### src/rtl/fifo_wr_arb.sv
// Round-robin arbiter that shares one FIFO write port among N burst sources.
// Grants one source at a time and streams its words, stalling on wrfull.
//
// state | meaning
// IDLE  | no grant active; arbitrate among requesters starting at ptr
// BURST | granted source streams cnt+1 remaining words, stalled by wrfull
module fifo_wr_arb #(
  parameter int N  = 4,
  parameter int DW = 8,
  parameter int LW = 8
) (
  input  logic            clk,
  input  logic            rst_n,
  input  logic [N-1:0]    src_req,
  input  logic [N*LW-1:0] src_len,
  input  logic [N*DW-1:0] src_data,
  input  logic            wrfull,
  output logic [N-1:0]    src_gnt,
  output logic [N-1:0]    src_ack,
  output logic            wrreq,
  output logic [DW-1:0]   data,
  output logic            busy,
  output logic            burst_done
);

  localparam int IW = (N > 1) ? $clog2(N) : 1;

  typedef enum logic {IDLE = 1'b0, BURST = 1'b1} state_t;

  state_t        state, state_nxt;
  logic [IW-1:0] gnt_idx, ptr, win_idx, ptr_nxt, cand;
  logic [LW-1:0] cnt;
  logic          win_vld, take, last;

  // Scan from the highest offset down so the lowest offset from ptr wins.
  always_comb begin
    win_vld = 1'b0;
    win_idx = '0;
    cand    = '0;
    for (int i = N - 1; i >= 0; i--) begin
      cand = IW'((int'(ptr) + i) % N);
      if (src_req[cand]) begin
        win_vld = 1'b1;
        win_idx = cand;
      end
    end
  end

  assign take    = (state == BURST) && !wrfull;
  assign last    = take && (cnt == '0);
  assign ptr_nxt = IW'((int'(gnt_idx) + 1) % N);

  always_ff @(posedge clk or negedge rst_n) begin
    if (!rst_n) begin
      state   <= IDLE;
      busy    <= 1'b0;
      src_gnt <= '0;
      gnt_idx <= '0;
      ptr     <= '0;
      cnt     <= '0;
    end else begin
      state <= state_nxt;
      busy  <= (state_nxt == BURST);
      if (state == IDLE && win_vld) begin
        src_gnt <= N'(1) << win_idx;
        gnt_idx <= win_idx;
        cnt     <= src_len[int'(win_idx)*LW +: LW];
      end else if (last) begin
        src_gnt <= '0;
        ptr     <= ptr_nxt;
      end else if (take) begin
        cnt <= cnt - LW'(1);
      end
    end
  end

  always_comb begin
    state_nxt = state;
    case (state)
      IDLE:    if (win_vld) state_nxt = BURST;
      BURST:   if (last)    state_nxt = IDLE;
      default: state_nxt = IDLE;
    endcase
  end

  always_comb begin
    wrreq      = take;
    src_ack    = src_gnt & {N{take}};
    burst_done = last;
    data       = '0;
    if (state == BURST) data = src_data[int'(gnt_idx)*DW +: DW];
  end

endmodule

### config.mk
export PLATFORM = sky130hd
export DESIGN_NAME = fifo_wr_arb
export DESIGN_NICKNAME = d
export VERILOG_FILES = /design/src/rtl/fifo_wr_arb.sv
export SDC_FILE = /design/constraint.sdc
export NUM_CORES = 1
export LEC_CHECK = 0
export ABC_AREA = 1
export CAP_MARGIN = 10
export CORE_MARGIN = 2
export CORE_UTILIZATION = 38
export CTS_BUF_LIST = sky130_fd_sc_hd__clkbuf_8
export DETAILED_ROUTE_END_ITERATION = 7
export PLACE_DENSITY = 0.81
export SETUP_SLACK_MARGIN = 0.3
export SLEW_MARGIN = 5
export SYNTH_ARGS = -nofsm -noshare
export SYNTH_HDL_FRONTEND = slang
export SYNTH_SLANG_ARGS = --single-unit
### constraint.sdc
create_clock -name clk -period 1.7 [get_ports clk]
set_input_delay 0.34 -clock clk [delete_from_list [all_inputs] [get_ports clk]]
set_output_delay 0.34 -clock clk [all_outputs]
set_load 0.05 [all_outputs]
==> load_flow_metrics.sql <==
INSERT INTO impl_metrics (metric_group, metric, value, unit) VALUES
('run', 'maxCapViolCount', '0', ''),
('die', 'dieArea', '0.005486', 'mm^2'),
('timing', 'grt_setup_unrepaired', 'yes', ''),
('die', 'core', '0.004723', 'mm^2'),
('drt', 'remaining_antenna_violation_count', '0', ''),
('finish', 'final.fill_count', '234', ''),
('die', 'die_y', '74.07', 'um'),
('logic_synthesis', 'synth_ff_type', 'sky130_fd_sc_hd__dfrtp_1', ''),
('global_route', 'grt.overflow.total', '0', ''),
('drt', 'vias', '2633', ''),
('critical_path', 'cp_max_fo', '5', ''),
('global_route', 'antenna_found_initial', '0', ''),
('die', 'die_x', '74.07', 'um'),
('critical_path', 'crit_path_top_delay_cell', 'sky130_fd_sc_hd__dfrtp_2', ''),
('critical_path', 'worst_setup_path_start_kind', 'register', ''),
('outcome', 'failed_checks', 'negative setup slack', ''),
('clock_tree', 'cts_tree', 'built', ''),
('logic_synthesis', 'synth_seq_area_share', '0.2280', ''),
('logic_synthesis', 'synth_cell_type_count', '31', ''),
('global_route', 'first_global_vias', '2499', ''),
('power_and_ir_drop', 'powerDensity', '2228', 'mW/mm^2'),
('timing', 'max_slew.worst_pin.slew', '0.3148', 'ns'),
('logic_synthesis', 'synth_warnings', '0', ''),
('clock_tree', 'cts_buffer_depth', '2', ''),
('drt', 'drcViolationCount', '0', ''),
('clock_tree', 'cts_root_buffer', 'sky130_fd_sc_hd__clkbuf_8', ''),
('critical_path', 'arrival_time_at_the_worst_endpoint', '1.59', 'ns'),
('clock_tree', 'cts-buffers-inserted', '3', ''),
('logic_synthesis', 'syn-num-nets', '344', ''),
('power_and_ir_drop', 'leakage', '0.001718', 'uW'),
('timing', 'timing.fmax', '519.0', 'MHz'),
('placement', 'detailedPlacementHpwl', '4615', 'um'),
('timing', 'timing.slew.headroom', '0.7899', ''),
('timing', 'post-route-worst-setup-slack', '-0.2268', 'ns'),
('logic_synthesis', 'synth_top_area_frac', '0.2280', ''),
('placement', 'gp_routability_congestion', '0.8430', ''),
('die', 'std_cell_rows', '25', ''),
('critical_path', 'cp.required', '1.36', 'ns'),
('finish', 'final_cell_count_no_fill', '484', ''),
('critical_path', 'critPathTopFamily', 'flip-flops', ''),
('logic_synthesis', 'netlist_instances', '271', ''),
('timing', 'final_setup_violating_endpoints', '19', ''),
('logic_synthesis', 'syn-cell-area', '0.001866', 'mm^2'),
('placement', 'numPortBuffers', '89', ''),
('finish', 'syn2layout_area_growth', '112.5', '%'),
('logic_synthesis', 'synth_enable_flop_cells', '0', ''),
('critical_path', 'cp-end-kind', 'output pin', ''),
('finish', 'antenna_cells_inserted', '0', ''),
('min_path', 'min-delay-path-class', 'input port to asynchronous set/reset pin', ''),
('drt', 'wire_per_inst', '18.35', 'um'),
('global_route', 'grt_max_degree', '18', ''),
('finish', 'layout.cells.most_common', 'sky130_fd_sc_hd__clkdlybuf4s50_1', ''),
('power_and_ir_drop', 'max-vdd-ir-drop', '0.001205', 'V'),
('critical_path', 'cp_num_buf_inv', '2', ''),
('clock_tree', 'htree_levels', '1', ''),
('logic_synthesis', 'synth_async_sr_flop_share', '1.000', ''),
('finish', 'number_of_nets_in_the_finished_design', '491', ''),
('drt', 'iteration_count_of_the_initial_detailed_routing_pass', '5', ''),
('timing', 'timing.final.hold_violations', '0', ''),
('die', 'ios', '90', ''),
('clock_tree', 'clk_pin_slew', '0.07', 'ns'),
('timing', 'timing.final.max_slew_violations', '0', ''),
('placement', 'pre_cts_slack', '-0.3886', 'ns'),
('global_route', 'grt_first_pass_wirelength', '11870', 'um'),
('logic_synthesis', 'ys_top_cells_by_area', 'sky130_fd_sc_hd__dfrtp_1 23%, sky130_fd_sc_hd__nand2_1 11%, sky130_fd_sc_hd__nand3_2 8.0%', ''),
('clock_tree', 'cts.sinks', '17', ''),
('logic_synthesis', 'yosysTopAreaCell', 'sky130_fd_sc_hd__dfrtp_1', ''),
('outcome', 'status', 'finished with violations', ''),
('global_route', 'track_usage', '0.2773', ''),
('logic_synthesis', 'synthesis.area_per_instance', '6.884', 'um^2'),
('timing', 'worst_clock_skew', '0.003032', 'ns');
[report_power, final]
group	switching [uW]	internal (uW)	leakage (uW)	total, uW
logic	4390	3290	0.00149	7680
clock network	162	164	0.0000255	325
registers	220	603	0.000206	824
total	4770	4060	0.00172	8830
[cells in the mapped netlist (2+ instances only)]
master / number
sky130_fd_sc_hd__a21oi_1: 8
sky130_fd_sc_hd__buf_2: 2
sky130_fd_sc_hd__buf_4: 2
sky130_fd_sc_hd__buf_6: 4
sky130_fd_sc_hd__clkbuf_1: 4
sky130_fd_sc_hd__dfrtp_1: 17
sky130_fd_sc_hd__ha_1: 2
sky130_fd_sc_hd__inv_1: 21
sky130_fd_sc_hd__inv_2: 3
sky130_fd_sc_hd__nand2_1: 54
sky130_fd_sc_hd__nand2_2: 5
sky130_fd_sc_hd__nand2_4: 4
sky130_fd_sc_hd__nand3_1: 17
sky130_fd_sc_hd__nand3_2: 15
sky130_fd_sc_hd__nand3_4: 2
sky130_fd_sc_hd__nand4_1: 17
sky130_fd_sc_hd__nor2_1: 40
sky130_fd_sc_hd__o21ai_0: 28
sky130_fd_sc_hd__o21bai_2: 7
sky130_fd_sc_hd__o22ai_1: 2
sky130_fd_sc_hd__o32ai_2: 2
sky130_fd_sc_hd__xnor2_1: 3
sky130_fd_sc_hd__xor2_1: 4
[area by class of cell]
| class | instances | area (um^2) | area share |
|---|---|---|---|
| Multi-Input combinational cell | 220 | 1744 | 0.4400 |
| Timing Repair Buffer | 152 | 1543 | 0.3892 |
| Sequential cell | 17 | 429.2 | 0.1083 |
| Inverter | 24 | 117.6 | 0.02967 |
| Tap cell | 67 | 83.83 | 0.02115 |
| Clock buffer | 3 | 41.29 | 0.01042 |
| Clock inverter | 1 | 5.005 | 0.001263 |
[worst paths after layout]
kind,slack [ns],from,to,cells after the start
max in group asynchronous,1.08,rst_n,state$_DFF_PN0_,2
min in group clk,0.49,cnt[6]$_DFFE_PN0P_,cnt[6]$_DFFE_PN0P_,2
worst max-delay path,-0.23,gnt_idx[0]$_DFFE_PN0N_,data[2],6
worst min-delay path,0.39,rst_n,cnt[5]$_DFFE_PN0P_,2
worst min register to register,0.49,cnt[6]$_DFFE_PN0P_,cnt[6]$_DFFE_PN0P_,2
worst max register to register,-0.11,ptr[0]$_DFFE_PN0P_,cnt[4]$_DFFE_PN0P_,12
[flip-flops by register name, indices dropped and copies added, names as in the netlist]
name,flops
state,1
gnt_idx,2
cnt,8
src_gnt,4
ptr,2
[metal layers]
layer  global-route usage  share of wire  vias up
met5                    0              0        -
met4              0.08687          0.049        0
met3              0.03523          0.057       49
met2               0.5040           0.52      134
met1               0.3392           0.37     1243
li1                     -              -     1207
[stage by stage]
stage	cell area, um^2	setup TNS, ns	utilization	power (uW)	hold WS [ns]
2_1_floorplan	2079	-5.935	-	4739	0.04441
3_3_place_gp	3153	-4.397	0.6676	5993	0.4687
3_5_place_dp	3153	-5.362	0.6676	6129	0.4693
4_1_cts	3666	-0.8028	0.7762	7679	0.4075
5_1_grt	3964	-3.630	0.8392	9223	0.4191
6_report	3964	-2.058	0.8392	8833	0.3933
[cell families (layout without fill, tap and decap cells)]
kind of cell,count (synthesis),in the layout,share of synthesized area
xor+xnor,7,7,0.03286
simple gates,158,161,0.4493
flops,17,17,0.2280
fa+ha+maj,2,2,0.01341
compound gates,50,50,0.1804
buf+inv,37,180,0.09590
[timing repair]
action / 4_1_cts / 5_1_grt
pin swaps: 17 / 44
setup buffers: 26 / 11
gates cloned: 5 / 1
endpoints found under the setup margin: 31 / 31
hold buffers: 0 / 0
resized for setup: 70 / 51
Power figures use the tool's default switching activity.
